===== config.mk =====
export PLATFORM = sky130hd
export DESIGN_NAME = irq_sched
export DESIGN_NICKNAME = d
export VERILOG_FILES = /design/src/rtl/irq_pkg.sv /design/src/rtl/irq_prio_enc.sv /design/src/rtl/irq_sched.sv
export SDC_FILE = /design/constraint.sdc
export NUM_CORES = 1
export LEC_CHECK = 0
export BUFFER_PORTS_ARGS = -buffer_cell sky130_fd_sc_hd__buf_2
export CORE_ASPECT_RATIO = 1.4
export CORE_MARGIN = 2
export CORE_UTILIZATION = 51
export DETAILED_ROUTE_END_ITERATION = 16
export PLACE_DENSITY = 0.78
export SETUP_SLACK_MARGIN = 0.2
export SYNTH_ARGS = -nofsm -noshare
export SYNTH_HDL_FRONTEND = slang
export SYNTH_HIERARCHICAL = 1
export SYNTH_SLANG_ARGS = --single-unit
export TNS_END_PERCENT = 30

===== constraint.sdc =====
create_clock -name clk -period 2.3 [get_ports clk]
set_clock_uncertainty 0.1 [all_clocks]
set_input_delay 0.23 -clock clk [delete_from_list [all_inputs] [get_ports clk]]
set_output_delay 0.23 -clock clk [all_outputs]
set_load 0.1 [all_outputs]

===== src/rtl/irq_pkg.sv =====
// Shared definitions for the interrupt scheduler.
//   irq_state_t      : request/acknowledge/end-of-interrupt FSM states
//   NUM_IRQ_DEF      : default number of interrupt sources
//   ACK_TIMEOUT_DEF  : default cycles irq_req may wait for irq_ack
package irq_pkg;

    typedef enum logic [1:0] {
        IDLE,
        REQ,
        SERVICE
    } irq_state_t;

    localparam int NUM_IRQ_DEF     = 8;
    localparam int ACK_TIMEOUT_DEF = 16;

endpackage


===== src/rtl/irq_prio_enc.sv =====
// Fixed-priority encoder, highest set index wins (same ordering as the
// status-flag priority encoder).
//   req   : request vector
//   vec   : index of the highest set bit of req (0 when none set)
//   valid : at least one bit of req is set
module irq_prio_enc #(
    parameter int N = 8,
    parameter int W = (N > 1) ? $clog2(N) : 1
) (
    input  logic [N-1:0] req,
    output logic [W-1:0] vec,
    output logic         valid
);

    always_comb begin
        vec   = '0;
        valid = |req;
        // Ascending scan: the last hit, i.e. the highest index, is kept.
        for (int i = 0; i < N; i++) begin
            if (req[i]) begin
                vec = i[W-1:0];
            end
        end
    end

endmodule


===== src/rtl/irq_sched.sv =====
// Interrupt scheduler: edge-latches eight source lines into pending,
// masks them, picks the highest eligible index and runs the
// request / acknowledge / end-of-interrupt handshake with the core,
// gated by the global interrupt enable (status bit 7).
//   clk, rstN   : clock, synchronous active-low reset
//   irq_lines   : level request lines from the sources
//   int_en      : global interrupt enable
//   mask_wr     : mask register write strobe, mask_wdata new value (1=masked)
//   irq_ack     : core accepts irq_vec (honoured in REQ only)
//   eoi         : end of interrupt (honoured in SERVICE only)
//   irq_req     : registered request to the core
//   irq_vec     : registered index of the requested / serviced source
//   mask        : current mask register
//   pending     : latched, unserviced requests
//   in_service  : one-hot source being serviced, or 0
//   busy        : FSM not in IDLE
//   timeout_err : one-cycle pulse when a request is abandoned unacknowledged
module irq_sched
    import irq_pkg::*;
#(
    parameter int NUM_IRQ     = NUM_IRQ_DEF,
    parameter int ACK_TIMEOUT = ACK_TIMEOUT_DEF,
    parameter int VW          = (NUM_IRQ > 1) ? $clog2(NUM_IRQ) : 1
) (
    input  logic               clk,
    input  logic               rstN,
    input  logic [NUM_IRQ-1:0] irq_lines,
    input  logic               int_en,
    input  logic               mask_wr,
    input  logic [NUM_IRQ-1:0] mask_wdata,
    input  logic               irq_ack,
    input  logic               eoi,
    output logic               irq_req,
    output logic [VW-1:0]      irq_vec,
    output logic [NUM_IRQ-1:0] mask,
    output logic [NUM_IRQ-1:0] pending,
    output logic [NUM_IRQ-1:0] in_service,
    output logic               busy,
    output logic               timeout_err
);

    localparam int CW = $clog2(ACK_TIMEOUT + 1);
    localparam logic [NUM_IRQ-1:0] ONE = {{(NUM_IRQ-1){1'b0}}, 1'b1};

    irq_state_t         state_q, state_d;
    logic [NUM_IRQ-1:0] prev_q, prev_d;
    logic [NUM_IRQ-1:0] pending_q, pending_d;
    logic [NUM_IRQ-1:0] mask_q, mask_d;
    logic [NUM_IRQ-1:0] in_service_q, in_service_d;
    logic               req_q, req_d;
    logic [VW-1:0]      vec_q, vec_d;
    logic               tout_q, tout_d;
    logic [CW-1:0]      cnt_q, cnt_d;

    logic [NUM_IRQ-1:0] rise;
    logic [NUM_IRQ-1:0] eligible;
    logic [NUM_IRQ-1:0] ack_clr;
    logic [VW-1:0]      win_vec;
    logic               win_valid;

    assign rise     = irq_lines & ~prev_q;
    assign eligible = pending_q & ~mask_q;

    irq_prio_enc #(
        .N (NUM_IRQ),
        .W (VW)
    ) u_prio_enc (
        .req   (eligible),
        .vec   (win_vec),
        .valid (win_valid)
    );

    always_comb begin
        state_d      = state_q;
        prev_d       = irq_lines;
        mask_d       = mask_wr ? mask_wdata : mask_q;
        in_service_d = in_service_q;
        req_d        = req_q;
        vec_d        = vec_q;
        tout_d       = 1'b0;
        cnt_d        = cnt_q;
        ack_clr      = '0;

        unique case (state_q)
            IDLE: begin
                req_d = 1'b0;
                if (int_en && win_valid) begin
                    state_d = REQ;
                    req_d   = 1'b1;
                    vec_d   = win_vec;
                    cnt_d   = '0;
                end
            end
            REQ: begin
                // The ack refers to the vector the core currently sees (vec_q);
                // it takes precedence over withdrawal and timeout.
                if (irq_ack) begin
                    state_d      = SERVICE;
                    req_d        = 1'b0;
                    ack_clr      = ONE << vec_q;
                    in_service_d = ONE << vec_q;
                end else if (!int_en || !win_valid) begin
                    state_d = IDLE;
                    req_d   = 1'b0;
                end else if (cnt_q == CW'(ACK_TIMEOUT - 1)) begin
                    state_d = IDLE;
                    req_d   = 1'b0;
                    tout_d  = 1'b1;
                end else begin
                    // Track the current winner so a higher source pre-empts.
                    vec_d = win_vec;
                    cnt_d = cnt_q + 1'b1;
                end
            end
            SERVICE: begin
                req_d = 1'b0;
                if (eoi) begin
                    state_d      = IDLE;
                    in_service_d = '0;
                end
            end
            default: begin
                state_d = IDLE;
                req_d   = 1'b0;
            end
        endcase

        // A new edge on the bit being acknowledged wins over the clear.
        pending_d = (pending_q & ~ack_clr) | rise;
    end

    always_ff @(posedge clk) begin
        if (!rstN) begin
            state_q      <= IDLE;
            prev_q       <= '1;
            pending_q    <= '0;
            mask_q       <= '1;
            in_service_q <= '0;
            req_q        <= 1'b0;
            vec_q        <= '0;
            tout_q       <= 1'b0;
            cnt_q        <= '0;
        end else begin
            state_q      <= state_d;
            prev_q       <= prev_d;
            pending_q    <= pending_d;
            mask_q       <= mask_d;
            in_service_q <= in_service_d;
            req_q        <= req_d;
            vec_q        <= vec_d;
            tout_q       <= tout_d;
            cnt_q        <= cnt_d;
        end
    end

    assign irq_req     = req_q;
    assign irq_vec     = vec_q;
    assign mask        = mask_q;
    assign pending     = pending_q;
    assign in_service  = in_service_q;
    assign busy        = (state_q != IDLE);
    assign timeout_err = tout_q;

endmodule


Word-level counts from Yosys, hierarchy flattened. Cells that the tools add are included.

Mux-type cells: 34. Add/sub/neg operators: 1. Shift-type cells: 1. Bitwise logic cells: 9. Reduce and logical (&&, ||, !) cells: 13. Equality and inequality tests: 10.

Operators by type and width (number): $mux W8 (4); $and A8 B8 Y8 (3); $mux W3 (8); $not A8 Y8 (3); $mux W5 (4); $pmux W8 S2 (1); $mux W2 (7); $ne A2 B2 Y1 const B (6); $pmux W5 S2 (1); $or A8 B8 Y8 (1); $reduce_or A8 Y1 (1); $shl A1 B3 Y8 const A (1); $mux W1 (6); $pmux W2 S3 (1); $pmux W3 S2 (1); $reduce_and A3 Y1 (2); $reduce_bool A2 Y1 (3); $add A5 B1 Y5 const B (1); $eq A5 B4 Y1 const B (1); $reduce_and A5 Y1 (1); $ne A4 B4 Y1 const B (1); $reduce_or A4 Y1 (1); $eq A2 B1 Y1 const B (1); $eq A2 B2 Y1 const B (1); 6 further kinds (8).

Flip-flop bits (word level): 44. Output and inout port bits: 30.

Logic depth before layout (Yosys ltp). Gate-level depths: netlist (run 1).

Depth in word-level cells: 13. Depth in mapped cells: 7. Depth with buffers taken out: 6.

By module. The synthesis (run 1) kept the hierarchy.

By module, submodules not included: irq_sched (area an instance 1790.5 um^2, sequential area each 880.8 um^2, times used 1, cells an instance 185); irq_prio_enc (area an instance 66.3 um^2, sequential area each 0.0 um^2, times used 1, cells an instance 12).

Least setup slack after synthesis (run 1). Ideal clock, no wire load.

Kind: register -> register. Start point: register pending_q[6], in the netlist pending[6]. End point: register cnt_q[3]. Data arrival time: 2142 ps. Period minus slack after synthesis: 2334 ps. Path slack: -34 ps. Stages on the path, launching flop included: 8. Path buffers: 1. Data required time: 2108 ps. Setup time: 92 ps. Cells stage by stage: dfxtp_1 nor2b_1 nor2_1 nand4_1 and3b_1 buf_4 nand3_2 o32ai_1.

Cells in the longest elaborated chain, start to end: 6. Elaborated cells between the ends (all ways): 8. Those cells by class: 2 x eq/ne; 1 x bitwise; 5 x reduce/logical.

RTL lines: from (decl) (RTL line irq_sched.sv:47) `logic [NUM_IRQ-1:0] pending_q, pending_d;`; from (signal assigned) (RTL line irq_sched.sv:146) `pending_q <= pending_d;`; $and A8 B8 Y8 * (RTL line irq_sched.sv:62) `assign eligible = pending_q & ~mask_q;`; via eligible[6] (RTL line irq_sched.sv:56) `logic [NUM_IRQ-1:0] eligible;`; $reduce_or A8 Y1 * (RTL line irq_prio_enc.sv:17) `valid = |req;`; via win_valid (RTL line irq_sched.sv:59) `logic win_valid;`; $logic_not A1 Y1 (RTL line irq_sched.sv:102) `end else if (!int_en || !win_valid) begin`; $logic_or A1 B1 Y1 (RTL line irq_sched.sv:102); $ne A2 B2 Y1 (no line); $reduce_and A5 Y1 (no line) *; to (signal assigned) (RTL line irq_sched.sv:152) `cnt_q <= cnt_d;`; to (decl) (RTL line irq_sched.sv:53) `logic [CW-1:0] cnt_q, cnt_d;`.

Mark *: on every way through the listed nets, which the timed path passes. The rest lies on a longest branch. A chain may end at the register's enable or synchronous reset.

Final worst setup path (run 1).
Start point: register cnt_q[0]. End point: register cnt_q[2].

Cells in the longest elaborated chain, start to end: 5. Elaborated cells between the ends (all ways): 8. Those cells by class: 1 x add/sub; 2 x eq/ne; 4 x mux; 1 x reduce/logical.

RTL lines: $add A5 B1 Y5 (RTL line irq_sched.sv:112) `cnt_d = cnt_q + 1'b1;`; $mux W5 (RTL line irq_sched.sv:105) `end else if (cnt_q == CW'(ACK_TIMEOUT - 1)) begin`; $mux W5 (RTL line irq_sched.sv:102); $mux W5 (RTL line irq_sched.sv:97) `if (irq_ack) begin`; $pmux W5 S2 (RTL line irq_sched.sv:84) `unique case (state_q)`.

Parallel ways exist; a longest one is shown, timed or not. The select of a mux whose other input is x is not followed.

==> results of run 1 <==
-- power breakdown --
group / switching (W) / internal [W]
Combinational: 0.000197 / 0.0000598
Sequential: 0.0000166 / 0.000790
Clock: 0.000251 / 0.000268
Total: 0.000464 / 0.00112
-- worst max-delay path: cells and delay by family, from the launching register on --
kind | cells | cell delay, ps
compound gates | 3 | 630
fa+ha+maj | 2 | 440
flops | 1 | 340
simple gates | 1 | 190
-- worst paths after layout --
| kind | start | end | slack [ps] | depth (start not counted) |
|---|---|---|---|---|
| max | cnt_q[0] | cnt_q[2] | 480 | 6 |
| min | irq_lines[7] | prev_q[7] | 30 | 2 |
| max reg2reg | cnt_q[0] | cnt_q[2] | 480 | 6 |
| min reg2reg | pending[4] | pending[4] | 370 | 2 |
-- sequential cells by signal (all words and copies together), names as in the netlist --
name / flops
in_service: 8
irq_vec: 3
pending: 8
mask: 8
prev_q: 8
irq_req: 1
cnt_q: 5
state_q: 2
timeout_err: 1
-- cell type report --
| type | count | area, sq um |
|---|---|---|
| Fill cell | 331 | 1210 |
| Multi-Input combinational cell | 138 | 901 |
| Sequential cell | 44 | 900 |
| Timing Repair Buffer | 53 | 270 |
| Clock buffer | 7 | 96.3 |
| Tap cell | 40 | 50.0 |
| Inverter | 4 | 15.0 |
-- cell families (layout without fill, tap and decap cells) --
| kind of cell | count (synthesis) | count (layout) | share of synthesized area (%) |
|---|---|---|---|
| buf+inv | 15 | 64 | 4.04 |
| fa+ha+maj | 2 | 2 | 1.35 |
| simple gates | 83 | 83 | 26.3 |
| flops | 44 | 44 | 47.4 |
| mux | 8 | 8 | 4.31 |
| compound gates | 45 | 45 | 16.5 |
-- metrics by stage --
stage / instance area (sq um) / hold slack (ps) / total power, W / utilization, % / cells
final: 2230 / 27.8 / 0.00158 / 64.9 / 286
after global routing: 2230 / 19.0 / 0.00164 / 64.9 / 286
after CTS: 2230 / 21.9 / 0.00159 / 64.9 / 286
after detailed placement: 2140 / 327 / 0.00108 / 62.1 / 279
after global placement: 2140 / 326 / 0.00108 / 62.1 / 279
after floorplan: 1880 / 231 / 0.00103 / - / 197
-- placed cells by master (no fill, tap or decap), drive strengths merged, types with 2 or more instances in the layout --
cell and instances:
a211oi 2, ha 2, nor2 13, mux2i 8, nand4b 2, o31ai 6, nand2b 16, nand3 11
clkbuf 7, nand4 2, o21ai 9, nand2 13, dfxtp 44, inv 4, a21oi 16, nand3b 5
nor3b 3, a32oi 5, a31o 3, buf 53, nor2b 10
-- per-layer routing --
layer  wire, um  up-vias  global-route usage (%)
met5          0        -                       0
met4         76        0                    10.6
met3        258        7                    5.49
met2       2120       61                    36.6
met1       1660      750                    24.1
li1           -      796                       -
==> results.toml, run 1 <==
[setup_path]
required_ps = 2380
worstPathCellList = "ha_1 > and3_1 > ha_1 > o21a_2 > o311ai_1 > o21ai_1"
cpMostUsedCell = "ha_1"
crit_type = "reg -> reg"
slowest_delay_ps = 340
endpoint_kind = "flip-flop"
slowest_stage = "dfxtp_1"
cp-start-kind = "flip-flop"
critPathArrivalTime_ps = 1900
critPathMaxFanout = 9

[grt]
grt_pass1_vias = 1420
grt_pass1_wl_mm = 6.23
grt_max_degree = 27
grt-ovfl-total = 0
antenna_found_initial = 0
track_usage_pct = 21.4

[worst_hold_path]
hold_class = "in -> reg"

[sta]
relSlewSlack_pct = 67.1
setup_ws_ps = 480
finalSetupViolCount = 0
finalHoldViolCount = 0
fin_setup_tns_ps = 0
fin_crit_sh_pct = 79.1
maxSlewViolCount = 0
tightest_slew_ps = 497
post-route-min-period_ps = 1820
fmax_mhz = 549
rsz0062_at_grt = "false"

[finish]
nNetsFinal = 270
num_antenna_cells = 0
area_delta_synth_final_pct = 20.2
drive_gt1_share_pct = 34.6

[yosys]
synth_common_cells = "dfxtp_1 (44), nand2b_1 (16), a21oi_1 (15)"
yosys-top-cells-area = "dfxtp_1 (47%), nand2b_1 (5.4%), mux2i_1 (4.3%), a21oi_1 (4.0%), nor2b_1 (3.4%)"
synth_nets = 221
async_flop_share_pct = 0
synth_area_per_cell_sq_um = 9.43
seq_area_frac_synth_pct = 47.4
synth_area_sq_um = 1860
yosys.area.top_type_share_pct = 47.4
synth_cell_type_count = 43
synthesis.instances = 197
yosysMostFrequentCell = "dfxtp_1"
synth_edf_count = 0
synth-main-ff-cell = "dfxtp_1"
yosysTopAreaCell = "dfxtp_1"
synth-seq-cells = 44
ys_warn_count = 6

[detailed_routing]
drtAntennaViolNets = 0
wl_mm = 4.12
drc = 0
drtIter0Drc = 47
viasPerCell = 5.64
first_pass_iters = 4
wl_per_cell_um = 14.4
vias = 1614

[die]
rows = 25
die_y_um = 75.4
die_x_um = 55.0
core_area_sq_um = 3440
start_util_pct = 54.0
die_area_sq_um = 4150
ios = 52

[clock_network]
clkTransAtPathRegs_ps = 80
cts_hold_buf = 0
post_cts_buffers = 0
cts_buffers = 5
cts-htree-levels = 2
clock_path_buffers = 2
clk_latency_ps = 300
ctsResizeCount = 0
clock-root-buffer = "clkbuf_8"
cts.sinks = 44
tritoncts = "done"

[power_and_ir_drop]
leakagePower_nw = 0.943
power_density_nw_per_um2 = 709
ir_drop_mv = 0.479

[status]
status = "complete, no violations"

[place]
hpwl_mm = 3.04
dpl_worst_slack_ps = 478
place_congestion = 0.834
port_buffers = 51

[job]
drv_cap = 0
Power figures use the tool's default switching activity.
==> run 2: changes to the inputs <==
- ABC_AREA: not set -> 1
- clock period: 2.3 -> 1.85 ns (I/O delays scaled with it)
==> results.toml, run 2 <==
[sta]
finalSetupViolCount = 0
setup_ws_ps = 209
fin_crit_sh_pct = 88.7
post-route-min-period_ps = 1640
rsz0062_at_grt = "true"
finalHoldViolCount = 0
fmax_mhz = 609
fin_setup_tns_ps = 0
tightest_slew_ps = 550
relSlewSlack_pct = 63.3
maxSlewViolCount = 0

[job]
drv_cap = 0

[power_and_ir_drop]
switching_power_w = 0.000663
p_int_w = 0.00153
leakagePower_nw = 1.19
pwr-share-seq_pct = 46.0
power_density_nw_per_um2 = 848
power_w = 0.00219
netSwitchingFraction_pct = 30.2
p_comb_share_pct = 19.8
clkPwrFrac_pct = 34.3
ir_drop_mv = 0.817

[worst_hold_path]
hold_class = "in -> reg"

[finish]
area_delta_synth_final_pct = 41.6
utilization_pct = 75.9
multi_input_area_sq_um = 853
fillers = 266
drive_gt1_share_pct = 36.6
nNetsFinal = 354
fin_area_sq_um = 2590
num_antenna_cells = 0
final_cell_mix = "nand2_1 (69), buf_2 (51), inv_1 (34), a21oi_1 (25), dfxtp_1 (25)"
final_common_cell = "nand2_1"
ff_latch_area_sq_um = 945

[detailed_routing]
drtAntennaViolNets = 0
vias = 1831
drtIter0Drc = 54
wl_mm = 4.55
drc = 0
wl_per_cell_um = 12.3
first_pass_iters = 5
viasPerCell = 4.94

[clock_network]
clock-root-buffer = "clkbuf_8"
clk_latency_ps = 290
tritoncts = "done"
cts_buffers = 5
cts-htree-levels = 2
cts.sinks = 44
clock_path_buffers = 2
clkTransAtPathRegs_ps = 80

[grt]
grt_pass1_wl_mm = 6.90
track_usage_pct = 23.6
grt_max_degree = 20
grt-ovfl-total = 0
grt_pass1_vias = 1533
antenna_found_initial = 0

[yosys]
yosys.area.top_type_share_pct = 48.2
synth_area_per_cell_sq_um = 7.28
synth-main-ff-cell = "dfxtp_1"
seq_area_frac_synth_pct = 48.2
synthesis.instances = 251
yosysTopAreaCell = "dfxtp_1"
ys_warn_count = 6
synth_cell_type_count = 19
synth_common_cells = "nand2_1 (71), dfxtp_1 (44), inv_1 (36)"
yosysMostFrequentCell = "nand2_1"
synth_edf_count = 0
async_flop_share_pct = 0
yosys-top-cells-area = "dfxtp_1 (48%), nand2_1 (15%), inv_1 (7.4%), a21oi_1 (7.1%), nand3_1 (5.8%)"
synth-seq-cells = 44
synth_area_sq_um = 1830
synth_nets = 275

[die]
die_x_um = 54.6
die_area_sq_um = 4080
ios = 52
die_y_um = 74.8
rows = 25
start_util_pct = 53.6
core_area_sq_um = 3410

[setup_path]
crit_type = "reg -> out"
required_ps = 1560
reg2reg_to = "irq_vec[2]"
rrSetupSlack_ps = 220
reg2reg_from = "pending[2]"
critPathArrivalTime_ps = 1360
r2r_cells = 11
endpoint_kind = "output pin"
crit_start = "state_q[0]"
crit_end = "busy"
cp-start-kind = "flip-flop"
critPathMaxFanout = 5

[place]
place_congestion = 0.745
port_buffers = 51
dpl-instance-area_sq_um = 2200
dpl_worst_slack_ps = 126
hpwl_mm = 3.01

[status]
status = "complete, no violations"
-- run 2: cells by family (layout without fill, tap and decap cells) --
logic type                 count (synthesis)  count (layout)  synth area share (%)
and+or+nand+nor                          135             136                  34.0
buffers and inverters                     42             121                  8.63
DFF                                       44              44                  48.2
AOI/OAI and AO/OA                         28              28                  7.81
adders and majority gates                  2               2                  1.37
-- run 2: layer usage --
layer / share of wire [%] / wire length (um) / up-vias / GRT usage, %
met1: 39 / 1780 / 817 / 26.8
met4: 1.7 / 77 / 0 / 6.67
met2: 54 / 2470 / 64 / 42.6
met3: 4.9 / 224 / 9 / 5.36
met5: 0 / 0 / - / 0
li1: - / - / 941 / -
-- run 2: final cells by class --
class                           instances  area share [%]
Multi-Input combinational cell        166            33.0
Timing Repair Buffer                   76            18.7
Tap cell                               40            1.93
Clock buffer                            6            3.19
Sequential cell                        44            36.5
Clock inverter                          2            1.31
Inverter                               37            5.37
-- run 2: worst max-delay path, cell delays in order (launching register included) --
cell     delay (ps)
dfxtp_1         490
nor2_2          100
inv_1            60
buf_2           410
-- run 2: timing repair --
action                     in CTS  in global routing
pin swaps                       1                  5
hold endpoints to repair       15                  0
setup buffers                   4                  3
cloned                          0                  1
gates resized for setup         5                 14
hold buffers                   15                  0
setup endpoints to repair       8                 10
-- run 2: worst min path at each step --
| stage | endpoint | slack (ps) | startpoint | cells after the start |
|---|---|---|---|---|
| 2_1_floorplan | timeout_err | 160 | irq_ack | 1 |
| 3_3_place_gp | prev_q[6] | 270 | irq_lines[6] | 3 |
| 3_5_place_dp | prev_q[6] | 270 | irq_lines[6] | 3 |
| 4_1_cts | mask[2] | 20 | mask_wdata[2] | 3 |
| 5_1_grt | mask[2] | 40 | mask_wdata[2] | 3 |
| 6_report | mask[2] | 20 | mask_wdata[2] | 3 |
-- run 2: power by group through the flow --
| stage | sequential, W | clock (W) | combinational (W) |
|---|---|---|---|
| after CTS | 0.00101 | 0.000767 | 0.000412 |
| final | 0.00101 | 0.000752 | 0.000434 |
| after floorplan | 0.00120 | 0 | 0.000123 |
| after detailed placement | 0.00103 | 0 | 0.000378 |
| after global placement | 0.00103 | 0 | 0.000375 |
| after global routing | 0.00101 | 0.000798 | 0.000463 |
-- run 2: metrics by stage --
stage / hold WS, ps / instances
final: 24.5 / 371
after global routing: 40.0 / 371
after CTS: 21.6 / 367
after detailed placement: 270 / 340
after global placement: 265 / 340
after floorplan: 162 / 251
